**src/rtl/spi_arb_pkg.sv**
```systemverilog
// Shared types and SPI mode constants for the peripheral SPI bus arbiter.
package spi_arb_pkg;

  typedef enum logic [2:0] {
    IDLE,
    MCU,
    INT_SETUP,
    INT_SHIFT,
    INT_HOLD,
    GUARD
  } arb_state_t;

  localparam logic CPOL = 1'b0;
  localparam logic CPHA = 1'b1;

endpackage

```
**src/rtl/sync_fall_edge.sv**
```systemverilog
// Two-flop synchronizer for an active-low asynchronous input, with falling-edge pulse.
module sync_fall_edge (
  input  logic clk,
  input  logic rst_n,
  input  logic din,
  output logic level,
  output logic fall
);

  logic [2:0] sr;

  always_ff @(posedge clk or negedge rst_n) begin
    if (!rst_n) sr <= '1;
    else        sr <= {sr[1:0], din};
  end

  assign level = sr[1];
  assign fall  = sr[2] & ~sr[1];

endmodule

```
**src/rtl/spi_bus_arbiter.sv**
```systemverilog
// Arbitrates the peripheral SPI bus between MCU pass-through and an internal ADC reader.
// Optional SPI_ARB_OVERRUN_CNT_EN enables the saturating overrun counter on ovr_count.
module spi_bus_arbiter
  import spi_arb_pkg::*;
#(
  parameter int unsigned CLK_DIV      = 2,
  parameter int unsigned FRAME_BITS   = 24,
  parameter int unsigned GUARD_CYCLES = 4
) (
  input  logic                  clk,
  input  logic                  rst_n,
  input  logic                  mcu_cs_n,
  input  logic                  drdy_n,
  input  logic                  miso,
  input  logic [FRAME_BITS-1:0] cmd_word,
  input  logic                  clr_overrun,
  output logic                  grant_mcu,
  output logic                  mcu_busy,
  output logic                  sclk,
  output logic                  mosi,
  output logic                  cs_n,
  output logic [FRAME_BITS-1:0] rd_data,
  output logic                  rd_valid,
  output logic                  overrun,
  output logic [7:0]            ovr_count
);

  localparam int unsigned CW = $clog2(CLK_DIV + GUARD_CYCLES + 1);
  localparam int unsigned EW = $clog2(2 * FRAME_BITS);
  localparam logic [CW-1:0] DIV_LAST   = CW'(CLK_DIV - 1);
  localparam logic [CW-1:0] GUARD_LAST = CW'(GUARD_CYCLES - 1);
  localparam logic [EW-1:0] EDGE_LAST  = EW'(2 * FRAME_BITS - 1);

  arb_state_t state, state_n;
  logic mcu_level, mcu_fall, drdy_fall, drdy_level_unused;
  logic mcu_req, pending, take, ovr_evt, div_tick;
  logic [CW-1:0] cnt;
  logic [EW-1:0] ecnt;
  logic [FRAME_BITS-1:0] tx_sr, rx_sr;

  sync_fall_edge u_sync_mcu (
    .clk   (clk),
    .rst_n (rst_n),
    .din   (mcu_cs_n),
    .level (mcu_level),
    .fall  (mcu_fall)
  );

  sync_fall_edge u_sync_drdy (
    .clk   (clk),
    .rst_n (rst_n),
    .din   (drdy_n),
    .level (drdy_level_unused),
    .fall  (drdy_fall)
  );

  assign div_tick = (cnt == DIV_LAST);
  assign take     = (state == IDLE) && pending;
  assign ovr_evt  = drdy_fall && pending && !take;

  // mcu_req lags the synchronized level by one flop so it lines up with pending
  always_ff @(posedge clk or negedge rst_n) begin
    if (!rst_n) begin
      mcu_req <= 1'b0;
      pending <= 1'b0;
      overrun <= 1'b0;
    end else begin
      if (mcu_fall)       mcu_req <= 1'b1;
      else if (mcu_level) mcu_req <= 1'b0;
      if (take)           pending <= drdy_fall;
      else if (drdy_fall) pending <= 1'b1;
      if (ovr_evt)          overrun <= 1'b1;
      else if (clr_overrun) overrun <= 1'b0;
    end
  end

`ifdef SPI_ARB_OVERRUN_CNT_EN
  logic [7:0] ovr_cnt;
  always_ff @(posedge clk or negedge rst_n) begin
    if (!rst_n) ovr_cnt <= '0;
    else if (ovr_evt) begin
      if (ovr_cnt != 8'hFF) ovr_cnt <= ovr_cnt + 8'd1;
    end else if (clr_overrun) ovr_cnt <= '0;
  end
  assign ovr_count = ovr_cnt;
`else
  assign ovr_count = '0;
`endif

  always_comb begin
    state_n = state;
    case (state)
      IDLE:      if (pending) state_n = INT_SETUP;
                 else if (mcu_req) state_n = MCU;
      MCU:       if (!mcu_req) state_n = GUARD;
      INT_SETUP: if (div_tick) state_n = INT_SHIFT;
      INT_SHIFT: if (div_tick && ecnt == EDGE_LAST) state_n = INT_HOLD;
      INT_HOLD:  if (div_tick) state_n = GUARD;
      GUARD:     if (cnt == GUARD_LAST) state_n = IDLE;
      default:   state_n = IDLE;
    endcase
  end

  always_ff @(posedge clk or negedge rst_n) begin
    if (!rst_n) begin
      state <= IDLE;
      cnt   <= '0;
    end else begin
      state <= state_n;
      if (state_n != state || (state == INT_SHIFT && div_tick)) cnt <= '0;
      else if (state == IDLE || state == MCU)                   cnt <= '0;
      else                                                      cnt <= cnt + CW'(1);
    end
  end

  always_ff @(posedge clk or negedge rst_n) begin
    if (!rst_n) begin
      cs_n      <= 1'b1;
      sclk      <= CPOL;
      mosi      <= 1'b0;
      grant_mcu <= 1'b0;
      mcu_busy  <= 1'b0;
      rd_data   <= '0;
      rd_valid  <= 1'b0;
      tx_sr     <= '0;
      rx_sr     <= '0;
      ecnt      <= '0;
    end else begin
      rd_valid  <= 1'b0;
      grant_mcu <= (state_n == MCU);
      mcu_busy  <= ~mcu_level & (state_n != MCU);
      case (state)
        IDLE: if (state_n == INT_SETUP) begin
          cs_n  <= 1'b0;
          tx_sr <= cmd_word;
          mosi  <= cmd_word[FRAME_BITS-1];
          ecnt  <= '0;
        end
        INT_SETUP: if (div_tick) begin
          sclk  <= ~CPOL;
          mosi  <= tx_sr[FRAME_BITS-1];
          tx_sr <= tx_sr << 1;
        end
        // Leading edge launches the next bit; no leading edge after the final trailing edge
        INT_SHIFT: if (div_tick) begin
          ecnt <= ecnt + EW'(1);
          if (sclk != CPOL) begin
            sclk  <= CPOL;
            rx_sr <= {rx_sr[FRAME_BITS-2:0], miso};
          end else if (ecnt != EDGE_LAST) begin
            sclk  <= ~CPOL;
            mosi  <= tx_sr[FRAME_BITS-1];
            tx_sr <= tx_sr << 1;
          end
        end
        INT_HOLD: if (div_tick) begin
          cs_n     <= 1'b1;
          mosi     <= 1'b0;
          rd_data  <= rx_sr;
          rd_valid <= 1'b1;
        end
        default: ;
      endcase
    end
  end

endmodule

```
**config.mk**
```make
export PLATFORM = sky130hd
export DESIGN_NAME = spi_bus_arbiter
export DESIGN_NICKNAME = d
export VERILOG_FILES = /design/src/rtl/spi_arb_pkg.sv /design/src/rtl/sync_fall_edge.sv /design/src/rtl/spi_bus_arbiter.sv
export SDC_FILE = /design/constraint.sdc
export NUM_CORES = 1
export LEC_CHECK = 0
export ABC_CLOCK_PERIOD_IN_PS = 5600
export BUFFER_PORTS_ARGS = -buffer_cell sky130_fd_sc_hd__buf_2
export CAP_MARGIN = 40
export CORE_MARGIN = 2
export CORE_UTILIZATION = 29
export DETAILED_ROUTE_END_ITERATION = 7
export SYNTH_ARGS = -nofsm -noshare
export SYNTH_HDL_FRONTEND = slang
export SYNTH_SLANG_ARGS = --single-unit
```
**constraint.sdc**
```tcl
create_clock -name clk -period 5.6 [get_ports clk]
set_clock_uncertainty 0.2 [all_clocks]
set_input_delay 1.12 -clock clk [delete_from_list [all_inputs] [get_ports clk]]
set_output_delay 1.12 -clock clk [all_outputs]
set_load 0.1 [all_outputs]
```
==> run_results.csv, run 1 <==
group,metric,value,unit
cells_and_area,drive_gt1_share,38.2,%
drt,drt_wl_total,7870,um
yosys,netlist.top_cell.by_area,"dfrtp_1",
drt,drc_errors,0,
clock_tree,cts_buffers,9,
global_routing,grt_max_degree,53,
yosys,synth-edff-count,0,
clock_tree,clk_latency,340,ps
setup_path,cp.arrival,1300,ps
cells_and_area,seq_area,2490,sq um
drt,detail-route-antenna-nets,0,
yosys,synthArstFlopShare,100,%
setup_path,path_class,"reg2out",
flow_run,cap_violations,0,
yosys,netlist_instances,354,
setup_path,r2r_cells,6,
yosys,avgSynthCellArea,12.2,sq um
placement,placed_area,4750,sq um
global_routing,grt_pass1_wl,13800,um
setup_path,cp.required,4280,ps
floorplan,design.die.area,15900,sq um
yosys,synth_warnings,0,
setup_path,worstSetupStartpointType,"register",
clock_tree,htree_levels,3,
yosys,yosysSeqAreaShare,57.5,%
sta,period_share,46.8,%
setup_path,path_max_fanout,2,
yosys,synthDistinctLibCells,45,
setup_path,cpLargestDelayFamily,"flip-flops",
drt,vias,2672,
yosys,synth_ff_type,"dfrtp_1",
clock_tree,clk_path_buf_depth,2,
floorplan,start_util,29.7,%
placement,io_buffers,60,
power_and_ir_drop,vdd.ir_drop.worst,0.166,mV
sta,max_freq,382,MHz
power_and_ir_drop,finalPower,2380,uW
setup_path,path_buf_inv,1,
floorplan,die_y,126,um
drt,dr.first_iter.drc_count,127,
yosys,synth-seq-cells,99,
yosys,yosys.area.top_type_share,53.3,%
global_routing,antenna_found_initial,0,
clock_tree,root_buffer,"clkbuf_16",
cells_and_area,multi_input_area,1680,sq um
floorplan,design.core.area,14500,sq um
floorplan,rows,44,
setup_path,r2r_slack,3090,ps
floorplan,die_w,126,um
setup_path,timing.rr.start,"cnt[0]",
cells_and_area,layout.nets,445,
outcome,status,"finished clean",
power_and_ir_drop,p_leak,0.00255,uW
global_routing,grt_overflow_total,0,
sta,timing.slew.headroom,54.8,%
clock_tree,cts.sinks,99,
drt,drt_first_pass_iters,4,
sta,finalCriticalPeriod,2620,ps
setup_path,cp-startpoint,"cs_n",
yosys,yosys.cell_count.top_type,"dfrtp_1",
global_routing,grt_pass1_vias,2875,
clock_tree,cts_resized,0,
drt,viasPerCell,4.45,
cells_and_area,syn_to_final_growth,16.3,%
sta,hold_viol,0,
sta,setup_viol,0,
yosys,synth_area_leaders,"dfrtp_1 (53%), mux2_2 (13%), nand2_1 (7.5%)",
sta,finalMaxSlewViolations,0,
cells_and_area,fillers,1480,
setup_path,crit_path_end,"cs_n",
clock_tree,holdBufCountCts,0,
min_path,hp-class,"reg2reg",
setup_path,slowest_delay,530,ps
clock_tree,tritoncts,"built",
floorplan,ios,69,
setup_path,cp.depth,1,
placement,place.gp.congestion,0.748,
global_routing,grt_usage,10.6,%
sta,worstMarginPinSlew,674,ps
setup_path,cpMaxStageDelayCell,"dfstp_2",
setup_path,r2r_end,"cs_n",
cells_and_area,n_antenna_cell,0,
clock_tree,clk_transition_reported_paths,70,ps
power_and_ir_drop,p_per_area,474,nW/um^2
setup_path,cp_cell_sequence,"buf_2",
sta,rsz0062_at_grt,"false",
clock_tree,postCtsSetupBuffers,0,
yosys,yosys-top-cells-count,"dfrtp_1 (92), nand2_1 (86), mux2_2 (50), mux2_4 (20), buf_4 (13)",
yosys,mappedNetlistArea,4320,sq um
placement,place_hpwl,5330,um
sta,setup_tns,0,ps
drt,wl_per_cell,13.1,um
setup_path,worst_setup_path_end_kind,"output pin",
cells_and_area,final_area,5030,sq um
## stage by stage
step	hold WS, ps	util, %	worst slack, ps	cells
final	163	34.6	2980	600
after detailed placement	151	32.7	3050	584
after global routing	170	34.6	2780	600
after global placement	147	32.6	2980	583
after CTS	164	34.6	2960	600
after floorplan	145	-	3320	361
## worst min path at each step
stage / to / startpoint / cells after the start
after floorplan: u_sync_drdy.sr[1] / u_sync_drdy.sr[0] / 0
after global placement: u_sync_drdy.sr[1] / u_sync_drdy.sr[0] / 0
after detailed placement: u_sync_mcu.sr[1] / u_sync_mcu.sr[0] / 0
after CTS: u_sync_drdy.sr[1] / u_sync_drdy.sr[0] / 0
after global routing: u_sync_drdy.sr[1] / u_sync_drdy.sr[0] / 0
final: u_sync_drdy.sr[1] / u_sync_drdy.sr[0] / 0
## layout make-up
class	instances	area share (%)
clock inverter	7	0.996
multi-input combinational	232	33.4
tap	184	4.58
clock buffer	9	4.48
inverter	6	0.448
timing repair buffer	63	6.62
sequential	99	49.5
## sequential cells by signal, indices dropped and copies added, names as in the netlist
name / count
cnt: 3
cs_n: 1
ecnt: 6
grant_mcu: 1
mcu_busy: 1
mcu_req: 1
mosi: 1
overrun: 1
pending: 1
rd_data: 24
rd_valid: 1
rx_sr: 24
sclk: 1
state: 3
tx_sr: 24
u_sync_drdy.sr: 3
u_sync_mcu.sr: 3
## cells by family after synthesis
group	after synthesis	synth area share, %
AND/OR/NAND/NOR	124	13.0
AO/OA/AOI/OAI	23	3.45
XOR/XNOR	2	0.405
multiplexers	71	20.2
flip-flops	99	57.5
other	1	0.0868
buffers and inverters	30	4.20
adder cells (fa/ha/maj)	4	1.16
## cells in the final DEF (no fill, tap or decap), types with 2 or more instances in the layout
cell,instances
dfrtp_1,92
nand2_1,86
buf_2,59
mux2_2,50
mux2_4,20
clkbuf_16,9
nand3_1,8
conb_1,8
dfstp_2,7
nor2_1,6
o21ai_0,6
a21oi_1,6
inv_1,5
nor2b_1,4
ha_1,4
nand2b_1,3
nor4_1,3
clkinvlp_4,3
buf_4,3
and2_1,2
and3_1,2
o211ai_1,2
clkinv_2,2
inv_6,2
## routing by layer
| metal | wire length (um) | up-vias | track usage [%] |
|---|---|---|---|
| met5 | 0 | - | 0 |
| met4 | 78 | 0 | 2.84 |
| met3 | 368 | 6 | 3.53 |
| met2 | 3780 | 54 | 17.8 |
| met1 | 3640 | 1316 | 13.3 |
| li1 | - | 1296 | - |
## report_power, final
| group | switching (uW) | leakage [uW] | internal, uW |
|---|---|---|---|
| Clock | 274 | 0.000128 | 303 |
| Combinational | 481 | 0.00114 | 337 |
| Sequential | 114 | 0.00129 | 873 |
Power figures use the tool's default switching activity.
==> run 2: changes to the inputs <==
--- a/config.mk
+++ b/config.mk
@@ -5,7 +5,7 @@
 export SDC_FILE = /design/constraint.sdc
 export NUM_CORES = 1
 export LEC_CHECK = 0
-export ABC_CLOCK_PERIOD_IN_PS = 5600
+export ABC_CLOCK_PERIOD_IN_PS = 2350
 export BUFFER_PORTS_ARGS = -buffer_cell sky130_fd_sc_hd__buf_2
 export CAP_MARGIN = 40
 export CORE_MARGIN = 2
==> constraint.sdc (replaced) <==
create_clock -name clk -period 2.35 [get_ports clk]
set_clock_uncertainty 0.2 [all_clocks]
set_input_delay 0.47 -clock clk [delete_from_list [all_inputs] [get_ports clk]]
set_output_delay 0.47 -clock clk [all_outputs]
set_load 0.1 [all_outputs]
==> run_results.csv, run 2 (synthesized netlist as in run 1, its figures left out) <==
group,metric,value,unit
sta,hold_viol,27,
global_routing,antenna_found_initial,0,
sta,hold_slack,-51.5,ps
clock_tree,root_buffer,"clkbuf_16",
setup_path,r2r_cells,6,
floorplan,rows,44,
clock_tree,postCtsSetupBuffers,0,
drt,vias,2703,
floorplan,design.die.area,15900,sq um
placement,place_hpwl,5350,um
sta,setup_tns,0,ps
drt,detail-route-antenna-nets,0,
power_and_ir_drop,p_per_area,1130,nW/um^2
cells_and_area,drive_gt1_share,39.1,%
cells_and_area,largestRegisters,"rd_data (24), rx_sr (24), tx_sr (24)",
floorplan,ios,69,
cells_and_area,n_antenna_cell,0,
clock_tree,tritoncts,"built",
global_routing,grt_pass1_vias,2705,
clock_tree,cts.sinks,99,
placement,place.gp.congestion,0.743,
setup_path,cp.required,2370,ps
global_routing,grt_max_degree,100,
clock_tree,holdBufCountCts,0,
setup_path,path_max_fanout,24,
sta,period_share,91.5,%
placement,io_buffers,60,
sta,timing.slew.headroom,59.6,%
floorplan,design.core.area,14500,sq um
outcome,status,"complete, but fails checks",
clock_tree,clk_latency,340,ps
drt,drt_wl_total,7840,um
cells_and_area,multi_input_area,1680,sq um
clock_tree,htree_levels,3,
drt,viasPerCell,4.46,
setup_path,timing.rr.start,"cnt[1]",
floorplan,die_w,126,um
cells_and_area,layout_commonest_cell,"dfrtp_1",
sta,worstMarginPinSlew,597,ps
cells_and_area,fillers,1459,
floorplan,die_y,126,um
global_routing,grt_usage,10.5,%
min_path,hp-class,"in2async",
sta,finalCriticalPeriod,2150,ps
drt,wl_per_cell,12.9,um
setup_path,path_class,"reg2reg",
setup_path,r2r_slack,200,ps
flow_run,cap_violations,0,
drt,drt_first_pass_iters,4,
setup_path,r2r_end,"rx_sr[16]",
sta,setup_viol,0,
global_routing,grt_pass1_wl,13600,um
setup_path,worstSetupStartpointType,"register",
cells_and_area,fin_util,35.1,%
cells_and_area,syn_to_final_growth,18.1,%
cells_and_area,layout.nets,451,
power_and_ir_drop,vdd.ir_drop.worst,0.402,mV
clock_tree,cts_resized,0,
sta,finalMaxSlewViolations,0,
clock_tree,clk_transition_reported_paths,70,ps
outcome,failed_checks,"hold timing",
clock_tree,clk_path_buf_depth,2,
setup_path,worst_setup_path_end_kind,"register",
sta,rsz0062_at_grt,"false",
setup_path,cp.arrival,2170,ps
drt,dr.first_iter.drc_count,126,
drt,drc_errors,0,
cells_and_area,seq_area,2490,sq um
global_routing,grt_overflow_total,0,
floorplan,start_util,29.7,%
power_and_ir_drop,p_leak,0.00260,uW
cells_and_area,mostFrequentLayoutCells,"dfrtp_1 (92), nand2_1 (86), buf_2 (59)",
sta,max_freq,465,MHz
clock_tree,cts_buffers,9,
==> run 2: layout make-up <==
class	instances	share of cell area (%)
inverters	6	0.441
multi-input cells	232	32.9
clock inverters	6	0.956
well taps	184	4.51
clock buffers	10	4.68
flip-flops and latches	99	48.7
repair buffers	69	7.75
==> run 2: worst max path at each step <==
| stage | cells after the start | end | startpoint |
|---|---|---|---|
| finish | 6 | rx_sr[16] | cnt[1] |
| global route | 6 | rx_sr[15] | cnt[1] |
| CTS | 6 | rx_sr[16] | cnt[1] |
| detailed placement | 5 | rx_sr[2] | cnt[0] |
| global placement | 5 | rx_sr[4] | cnt[0] |
| floorplan | 5 | tx_sr[15] | sclk |
==> run 2: power by group <==
group	leakage [uW]	internal (uW)	switching, uW
Sequential	0.00129	2080	253
Clock	0.000137	758	647
Combinational	0.00117	868	1180
Total	0.00260	3710	2080
==> run 2: critical path, cell delays in order, from the launching register on <==
cell and delay [ps]:
dfrtp_1 390, inv_1 60, ha_1 150, and4bb_4 280, and2_1 270, nand2_4 280, mux2_4 380
==> run 2: routing by layer <==
| layer | up-vias | GRT usage (%) | part of all wire [%] |
|---|---|---|---|
| met3 | 7 | 3.10 | 4.2 |
| li1 | 1313 | - | - |
| met5 | - | 0 | 0 |
| met2 | 65 | 17.2 | 48 |
| met4 | 0 | 2.91 | 0.97 |
| met1 | 1318 | 13.6 | 47 |
==> run 2: metrics by stage <==
step	cells	setup WS, ps	total power, uW	instance area, sq um
2_1_floorplan	361	198	4010	4350
3_3_place_gp	590	263	4370	4810
3_5_place_dp	590	200	4450	4810
4_1_cts	606	186	5880	5100
5_1_grt	606	69.9	6160	5100
6_report	606	199	5790	5100
==> run 3: changes to the inputs <==
--- a/config.mk
+++ b/config.mk
@@ -11,6 +11,7 @@
 export CORE_MARGIN = 2
 export CORE_UTILIZATION = 29
 export DETAILED_ROUTE_END_ITERATION = 7
+export GPL_TIMING_DRIVEN = 0
 export SYNTH_ARGS = -nofsm -noshare
 export SYNTH_HDL_FRONTEND = slang
 export SYNTH_SLANG_ARGS = --single-unit
==> run_results.csv, run 3 (synthesized netlist as in run 1, its figures left out) <==
group,metric,value,unit
global_routing,grt_pass1_vias,2956,
drt,wl_per_cell,13.3,um
drt,drc_errors,0,
sta,worstMarginPinSlew,590,ps
flow_run,cap_violations,0,
clock_tree,root_buffer,"clkbuf_16",
sta,finalMaxSlewViolations,0,
power_and_ir_drop,vdd.ir_drop.worst,0.346,mV
setup_path,cp_cell_sequence,"buf_4 -> nand2b_1 -> buf_4 -> clkbuf_1 -> mux2_2 -> mux2_2",
drt,detail-route-antenna-nets,0,
cells_and_area,layout.nets,468,
cells_and_area,multi_input_area,1690,sq um
sta,max_freq,460,MHz
power_and_ir_drop,p_per_area,1130,nW/um^2
drt,drt_wl_total,8320,um
outcome,status,"finished clean",
placement,io_buffers,60,
power_and_ir_drop,p_leak,0.00268,uW
cells_and_area,seq_area,2490,sq um
setup_path,cp.arrival,2200,ps
global_routing,grt_overflow_total,0,
global_routing,grt_max_degree,56,
setup_path,worstSetupStartpointType,"register",
sta,finalCriticalPeriod,2170,ps
floorplan,die_y,126,um
setup_path,r2r_cells,6,
setup_path,cp.required,2380,ps
floorplan,ios,69,
global_routing,grt_usage,11.3,%
floorplan,design.die.area,15900,sq um
floorplan,design.core.area,14500,sq um
power_and_ir_drop,power_frac_clock,25.7,%
power_and_ir_drop,combPwrFrac,35.8,%
power_and_ir_drop,seq_power_share,38.5,%
power_and_ir_drop,p_sw,2060,uW
floorplan,die_w,126,um
drt,drt_first_pass_iters,4,
setup_path,cpMaxStageDelayCell,"clkbuf_1",
floorplan,rows,44,
drt,vias,2823,
sta,rsz0062_at_grt,"false",
sta,period_share,92.5,%
sta,timing.slew.headroom,60.1,%
cells_and_area,syn_to_final_growth,21.1,%
clock_tree,cts_buffers,9,
clock_tree,clk_path_buf_depth,2,
global_routing,grt_pass1_wl,14400,um
cells_and_area,fillers,1454,
power_and_ir_drop,swShare,34.7,%
clock_tree,htree_levels,3,
clock_tree,postCtsSetupBuffers,0,
clock_tree,cts.sinks,99,
cells_and_area,fin_util,36.0,%
setup_path,worst_setup_path_end_kind,"register",
global_routing,antenna_found_initial,0,
min_path,hold_depth,1,
power_and_ir_drop,finalPower,5930,uW
clock_tree,clk_transition_reported_paths,60,ps
floorplan,start_util,29.7,%
sta,setup_viol,0,
cells_and_area,largestRegisters,"rd_data (24), rx_sr (24), tx_sr (24)",
setup_path,path_class,"reg2reg",
cells_and_area,layout_commonest_cell,"dfrtp_1",
drt,viasPerCell,4.53,
sta,hold_viol,0,
setup_path,path_max_fanout,10,
power_and_ir_drop,p_int,3870,uW
setup_path,slowest_delay,420,ps
clock_tree,tritoncts,"built",
cells_and_area,mostFrequentLayoutCells,"dfrtp_1 (92), nand2_1 (86), buf_2 (63)",
drt,dr.first_iter.drc_count,91,
min_path,hp-class,"in2reg",
cells_and_area,n_antenna_cell,0,
placement,place_hpwl,5920,um
sta,setup_tns,0,ps
cells_and_area,drive_gt1_share,39.9,%
placement,place.gp.congestion,0.852,
clock_tree,clk_latency,340,ps
run 3: cell types whose count changed in the layout (fill, tap and decap cells not counted), sizes merged:
cell and change:
buf +11, clkbuf +10, clkinv -2, clkinvlp -2, inv -2, bufinv +1, dlygate4sd3 +1
run 3: routing by layer:
metal	share of wire, %	wire length [um]	up-vias	track usage (%)
met5	0	0	-	0
met1	45	3780	1393	13.8
met4	1.9	159	0	4.78
met3	5.1	423	13	3.40
met2	48	3950	61	18.6
li1	-	-	1356	-
run 3: repair_timing:
action                                  CTS  global route
endpoints found under the setup margin   19            19
resized for setup                         1             1
hold buffers                              1             0
hold endpoints to repair                 44             0
run 3: power by group through the flow:
stage               clock network [uW]  registers (uW)  logic, uW
floorplan                            0            2690       1320
global placement                     0            2290       2080
detailed placement                   0            2320       2150
CTS                               1580            2290       2160
global route                      1660            2330       2310
finish                            1520            2280       2120
run 3: area by class of cell:
type / count / area share [%]
timing repair buffer: 62 / 6.50
multi-input combinational: 232 / 32.2
tap: 184 / 4.40
buffer: 24 / 3.04
sequential: 99 / 47.5
clock inverter: 1 / 0.574
clock buffer: 15 / 5.31
inverter: 6 / 0.430
run 3: per-stage QoR:
stage / hold slack (ps) / cells / area (sq um) / setup WS [ps]
after floorplan: -25.6 / 361 / 4350 / 198
after global placement: 147 / 605 / 4880 / -458
after detailed placement: 147 / 606 / 4910 / 3.72
after CTS: 12.8 / 623 / 5230 / 105
after global routing: 15.4 / 623 / 5230 / 51.3
final: 27.3 / 623 / 5230 / 176
run 3: path summary, 6_finish.rpt:
path	to	startpoint	slack (ps)
min in group asynchronous	tx_sr[1]	rst_n	470
max in group asynchronous	u_sync_drdy.sr[0]	rst_n	760
hold reg to reg	u_sync_mcu.sr[1]	u_sync_mcu.sr[0]	160
setup / recovery	tx_sr[21]	state[1]	180
setup reg to reg	tx_sr[21]	state[1]	180
hold / removal	u_sync_drdy.sr[0]	drdy_n	30
run 3: critical path, delay by kind of cell, from the launching register on:
kind / cells / cell delay [ps]
flops: 1 / 370
mux: 2 / 670
buf+inv: 3 / 760
simple gates: 1 / 70
